$ cat src/rtl/butterfly_scheduler.sv
// rtl/butterfly_scheduler.sv - in-place radix-2 butterfly scheduler over two parity-interleaved banks
module butterfly_scheduler #(
    parameter int LOG_N        = 13,
    parameter int ADDR_WIDTH   = 12,
    parameter int DRAIN_CYCLES = 40
) (
    input  logic                  clk,
    input  logic                  rst,
    input  logic                  start,
    input  logic                  is_fft_in,
    input  logic                  is_dif_in,
    input  logic                  stall,
    output logic                  is_fft,
    output logic                  is_dif,
    output logic [ADDR_WIDTH-1:0] read_addr_0,
    output logic [ADDR_WIDTH-1:0] read_addr_1,
    output logic                  read_swap,
    output logic                  dest_bank_a,
    output logic                  dest_bank_b,
    output logic                  valid_a,
    output logic                  valid_b,
    output logic [ADDR_WIDTH-1:0] dest_addr_a,
    output logic [ADDR_WIDTH-1:0] dest_addr_b,
    output logic [LOG_N-2:0]      tw_idx,
    output logic                  busy,
    output logic                  done
);
    localparam int KW = LOG_N - 1;
    localparam int SW = $clog2(LOG_N + 1);
    localparam int DW = $clog2(DRAIN_CYCLES + 1);
    localparam logic [KW-1:0]    K_LAST = '1;
    localparam logic [SW-1:0]    S_LAST = SW'(LOG_N - 1);
    localparam logic [DW-1:0]    D_LAST = DW'(DRAIN_CYCLES - 1);
    localparam logic [LOG_N-1:0] ONE    = LOG_N'(1);

    typedef enum logic [1:0] {IDLE, RUN, DRAIN, FINISH} state_t;

    state_t          state_q, state_d;
    logic [KW-1:0]   k_q, k_d;
    logic [SW-1:0]   stage_q, stage_d;
    logic [DW-1:0]   drain_q, drain_d;
    logic            fft_q, fft_d;
    logic            dif_q, dif_d;
    logic            issue;

    logic            valid_q;
    logic            bank_a_q;
    logic [KW-1:0]   addr_a_q, addr_b_q, tw_q;

    logic [SW-1:0]    s, tw_sh;
    logic [LOG_N-1:0] mask, k_ext, ia;
    logic [KW-1:0]    ia_addr, ib_addr, tw;
    logic             par_a;

    always_comb begin
        state_d = state_q;
        k_d     = k_q;
        stage_d = stage_q;
        drain_d = drain_q;
        fft_d   = fft_q;
        dif_d   = dif_q;
        issue   = 1'b0;
        unique case (state_q)
            IDLE: begin
                if (start) begin
                    state_d = RUN;
                    k_d     = '0;
                    stage_d = '0;
                    drain_d = '0;
                    fft_d   = is_fft_in;
                    dif_d   = is_dif_in;
                end
            end
            RUN: begin
                if (!stall) begin
                    issue = 1'b1;
                    k_d   = k_q + KW'(1);
                    if (k_q == K_LAST) begin
                        state_d = DRAIN;
                    end
                end
            end
            DRAIN: begin
                // stall is deliberately not looked at here: drain length is fixed
                if (drain_q == D_LAST) begin
                    drain_d = '0;
                    if (stage_q == S_LAST) begin
                        state_d = FINISH;
                        stage_d = '0;
                    end else begin
                        state_d = RUN;
                        stage_d = stage_q + SW'(1);
                    end
                end else begin
                    drain_d = drain_q + DW'(1);
                end
            end
            FINISH: state_d = IDLE;
            default: state_d = IDLE;
        endcase
    end

    // ia is k with a zero spliced in at bit s; ib differs only in bit s
    always_comb begin
        s       = dif_q ? (S_LAST - stage_q) : stage_q;
        tw_sh   = S_LAST - s;
        mask    = (ONE << s) - ONE;
        k_ext   = {1'b0, k_q};
        ia      = ((k_ext & ~mask) << 1) | (k_ext & mask);
        par_a   = ^ia;
        ia_addr = ia[LOG_N-1:1];
        ib_addr = (s == '0) ? ia_addr : (ia_addr | (KW'(1) << (s - SW'(1))));
        tw      = (k_q & mask[KW-1:0]) << tw_sh;
    end

    always_ff @(posedge clk or posedge rst) begin
        if (rst) begin
            state_q  <= IDLE;
            k_q      <= '0;
            stage_q  <= '0;
            drain_q  <= '0;
            fft_q    <= 1'b0;
            dif_q    <= 1'b0;
            valid_q  <= 1'b0;
            bank_a_q <= 1'b0;
            addr_a_q <= '0;
            addr_b_q <= '0;
            tw_q     <= '0;
        end else begin
            state_q <= state_d;
            k_q     <= k_d;
            stage_q <= stage_d;
            drain_q <= drain_d;
            fft_q   <= fft_d;
            dif_q   <= dif_d;
            valid_q <= issue;
            if (issue) begin
                bank_a_q <= par_a;
                addr_a_q <= ia_addr;
                addr_b_q <= ib_addr;
                tw_q     <= tw;
            end
        end
    end

    // ia and ib always differ in exactly one bit, so they sit in opposite banks
    assign dest_bank_a = bank_a_q;
    assign dest_bank_b = valid_q ? ~bank_a_q : 1'b0;
    assign read_swap   = bank_a_q;
    assign read_addr_0 = bank_a_q ? addr_b_q : addr_a_q;
    assign read_addr_1 = bank_a_q ? addr_a_q : addr_b_q;
    assign dest_addr_a = addr_a_q;
    assign dest_addr_b = addr_b_q;
    assign tw_idx      = tw_q;
    assign valid_a     = valid_q;
    assign valid_b     = valid_q;
    assign is_fft      = fft_q;
    assign is_dif      = dif_q;
    assign busy        = (state_q != IDLE);
    assign done        = (state_q == FINISH);
endmodule

$ cat config.mk
export PLATFORM = sky130hd
export DESIGN_NAME = butterfly_scheduler
export DESIGN_NICKNAME = d
export VERILOG_FILES = /design/src/rtl/butterfly_scheduler.sv
export SDC_FILE = /design/constraint.sdc
export NUM_CORES = 1
export LEC_CHECK = 0
export ABC_CLOCK_PERIOD_IN_PS = 11000
export BUFFER_PORTS_ARGS = -buffer_cell sky130_fd_sc_hd__buf_4
export CORE_ASPECT_RATIO = 1.4
export CORE_UTILIZATION = 60
export CTS_BUF_LIST = sky130_fd_sc_hd__clkbuf_16
export DETAILED_ROUTE_END_ITERATION = 8
export PLACE_DENSITY = 0.84
export SKIP_LAST_GASP = 1
export SLEW_MARGIN = 40
export SYNTH_ARGS = -nofsm -noshare
export SYNTH_HDL_FRONTEND = slang
export SYNTH_SLANG_ARGS = --single-unit
$ cat constraint.sdc
create_clock -name clk -period 11 [get_ports clk]
set_clock_uncertainty 0.1 [all_clocks]
set_input_delay 0.55 -clock clk [delete_from_list [all_inputs] [get_ports clk]]
set_output_delay 0.55 -clock clk [all_outputs]
set_load 0.01 [all_outputs]
==> impl_metrics.toml <==
[grt]
track_usage = 0.351
grt_max_degree = 65
globalRouteOverflowTotal = 0
grt_pass1_wl_mm = 20.6
grt_antenna_before_repair = 0
grt_pass1_vias = 4092

[sta]
finalSetupTns_ns = 0
worst_pin_slew_ns = 0.727
finalCritPeriodShare = 0.428
final_hold_viol_count = 0
max_slew_margin = 0.515
final_max_slew_viol_count = 0
min_period_ns = 4.71
hold_slack_ns = 0.248
setup_violations = 0
rsz0062_at_grt = "no"
fmax_mhz = 213

[route]
drt_iter0_markers = 292
dr.pass1.iters = 5
wl_per_cell_um = 18.8
drt-total-wl_mm = 12.9
ant_nets = 0
drc_errors = 0
vias_per_cell = 6.31
vias = 4338

[finish]
seqCellArea_mm2 = 0.00160
insertedDiodeCount = 0
fin_util = 0.738
drive_above_1_share = 0.247
fin_nets = 599
final_design_area_no_fill_mm2 = 0.00543
syn2layout_area_growth_pct = 19.7
multi_input_area_mm2 = 0.00272
nFillCells = 555

[yosys]
yosysTopAreaCell = "dfrtp_1"
synth_flop_cell = "dfrtp_1"
synth_warnings = 0
async_reset_ff_frac = 1.00
synth_edf_count = 0
ys_top_cells_by_area = "dfrtp_1, mux2_2, nor2_1"
yosysUniqueCellTypes = 79
avgSynthCellArea_um2 = 8.55
post-synth-top-count-cell = "nor2_1"
synth_seq_area_share = 0.353
synth_top_area_share = 0.353
netlist_top_cells_count = "nor2_1, dfrtp_1, nand2_1, o21ai_0, mux2_2"
syn_nets = 545
ys_ff_latch = 64
synth_area_mm2 = 0.00454
syn_inst = 531

[power_and_ir_drop]
powerDensity_mw_per_mm2 = 240
power.internal_uw = 799
p_switching_uw = 507
p_sw_frac = 0.388
p_seq_frac = 0.275
clkPwrFrac = 0.246
combPwrFrac = 0.479
vdd_drop_max_mv = 0.174
p_leak_uw = 0.00245

[placement]
io_buffers = 74
dp_hpwl_mm = 9.39
globalplace.congestion = 0.998
placed_cell_area_mm2 = 0.00509

[hold_path]
hp-class = "in2async"

[cts]
cts_sinks = 64
htree_levels = 3
clk_path_buf_depth = 2
postCtsHoldBufs = 0
clock-root-buffer = "clkbuf_16"
post_cts_buffers = 0
cts_made_buffers = 9
tritoncts = "done"
path_clk_slew_ns = 0.05
clkLatencyLatePin_ns = 0.34
cts_resized = 0

[run]
max_cap_viol_count = 0

[worst_setup_path]
cp_max_fo = 13
slowest_stage = "dfrtp_1"
path_class = "reg2reg"
cpPeakStageDelay_ns = 0.61
critPathBufInv = 2
cp-start-kind = "flip-flop"
worstPathRequired_ns = 11.16
arrival_ns = 4.87
cp-end-kind = "flip-flop"
cp_top_family = "compound AO/OA/AOI/OAI gates"
crit_chain = "inv_1 -> ha_1 -> and4bb_2 -> o211a_1 -> or2_0 -> nand2_1 -> ha_1 -> inv_1 -> a211oi_1 -> a221o_1 -> nand2_1 -> a21oi_1 -> a22oi_2 -> xnor3_1 -> xnor3_1 -> o21ai_1"

[floorplanning]
io_pins = 75
die_h_um = 105
die_x_um = 75.5
placementRows = 37
core_area_mm2 = 0.00736
initial_core_util = 0.617
die_area_mm2 = 0.00792

[outcome]
status = "complete, no violations"
[flip-flops by register name (all words and copies together) (netlist names)]
signal       count
valid_a          1
state_q          2
k_q             12
tw_idx          12
is_dif           1
dest_addr_b     12
is_fft           1
dest_addr_a     12
drain_q          6
dest_bank_a      1
stage_q          4
[worst register-to-register path, cell delays in order (launching register included)]
cell and delay [ns]:
dfrtp_1 0.61, inv_1 0.16, ha_1 0.38, and4bb_2 0.30
o211a_1 0.21, or2_0 0.32, nand2_1 0.19, ha_1 0.42
inv_1 0.13, a211oi_1 0.19, a221o_1 0.21, nand2_1 0.09
a21oi_1 0.28, a22oi_2 0.12, xnor3_1 0.40, xnor3_1 0.40
o21ai_1 0.12
[per-stage QoR]
stage,power [uW],instances,worst slack [ns]
6_report,1310,687,6.29
5_1_grt,1390,687,5.90
4_1_cts,1300,687,6.33
3_5_place_dp,977,671,6.39
3_3_place_gp,963,671,6.56
2_1_floorplan,760,531,6.80
[area by class of cell]
class,count,share of cell area
tap,97,0.0223
sequential,64,0.295
clock inverter,7,0.0203
inverter,16,0.0111
multi-input combinational,415,0.500
timing repair buffer,79,0.110
clock buffer,9,0.0414
[cell usage in the layout, fill, tap and decap left out, drive strengths merged, types with 6 or more instances in the layout]
master | synthesis | layout
buf | 11 | 79
mux2 | 31 | 31
o22ai | 10 | 10
nand3 | 10 | 10
or3 | 7 | 7
a22o | 9 | 9
and3 | 6 | 6
o21ai | 45 | 45
xnor2 | 13 | 13
inv | 15 | 15
dfrtp | 64 | 64
nor2b | 7 | 7
ha | 8 | 8
a31oi | 13 | 13
a21oi | 22 | 22
nor2 | 70 | 70
clkbuf | 25 | 9
xor2 | 6 | 6
and2 | 8 | 8
nor3 | 11 | 11
nand2 | 60 | 60
[routing by layer]
metal  global-route usage  vias up  wire length (um)
li1                     -     2031                 -
met1                0.426     2062              4980
met2                0.567      199              6360
met3               0.0521       46               881
met4                0.217        0               686
met5                    0        -                 0
[logic make-up (layout without fill, tap and decap cells)]
logic type               count (synthesis)  in the layout  synth area share
AND/OR/NAND/NOR                        200            200             0.204
AO/OA/AOI/OAI                          149            149             0.225
flip-flops                              64             64             0.353
buffers and inverters                   52            111            0.0504
multiplexers                            35             35            0.0893
XOR/XNOR                                23             23            0.0565
adder cells (fa/ha/maj)                  8              8            0.0220
[path summary, 6_finish.rpt]
check                                             from                      end  slack, ns  depth (start not counted)
worst max-delay path            stage_q[1]$_DFFE_PP0P_  dest_bank_a$_DFFE_PP0P_       6.29                         16
min in group clk                             is_dif_in       is_dif$_DFFE_PP0P_       0.34                          2
worst min-delay path                               rst   stage_q[1]$_DFFE_PP0P_       0.25                          3
worst min register to register  drain_q[5]$_DFFE_PP0P_   drain_q[5]$_DFFE_PP0P_       0.41                          1
max in group asynchronous                          rst  dest_bank_a$_DFFE_PP0P_      10.10                          3
worst max register to register  stage_q[1]$_DFFE_PP0P_  dest_bank_a$_DFFE_PP0P_       6.29                         16
[power by group through the flow]
| stage | combinational [uW] | clock, uW | sequential (uW) |
|---|---|---|---|
| 4_1_cts | 619 | 324 | 358 |
| 3_5_place_dp | 616 | 0 | 361 |
| 2_1_floorplan | 419 | 0 | 341 |
| 6_report | 626 | 322 | 359 |
| 5_1_grt | 682 | 334 | 369 |
| 3_3_place_gp | 608 | 0 | 355 |
No activity file was read; power rests on OpenSTA's default activity.
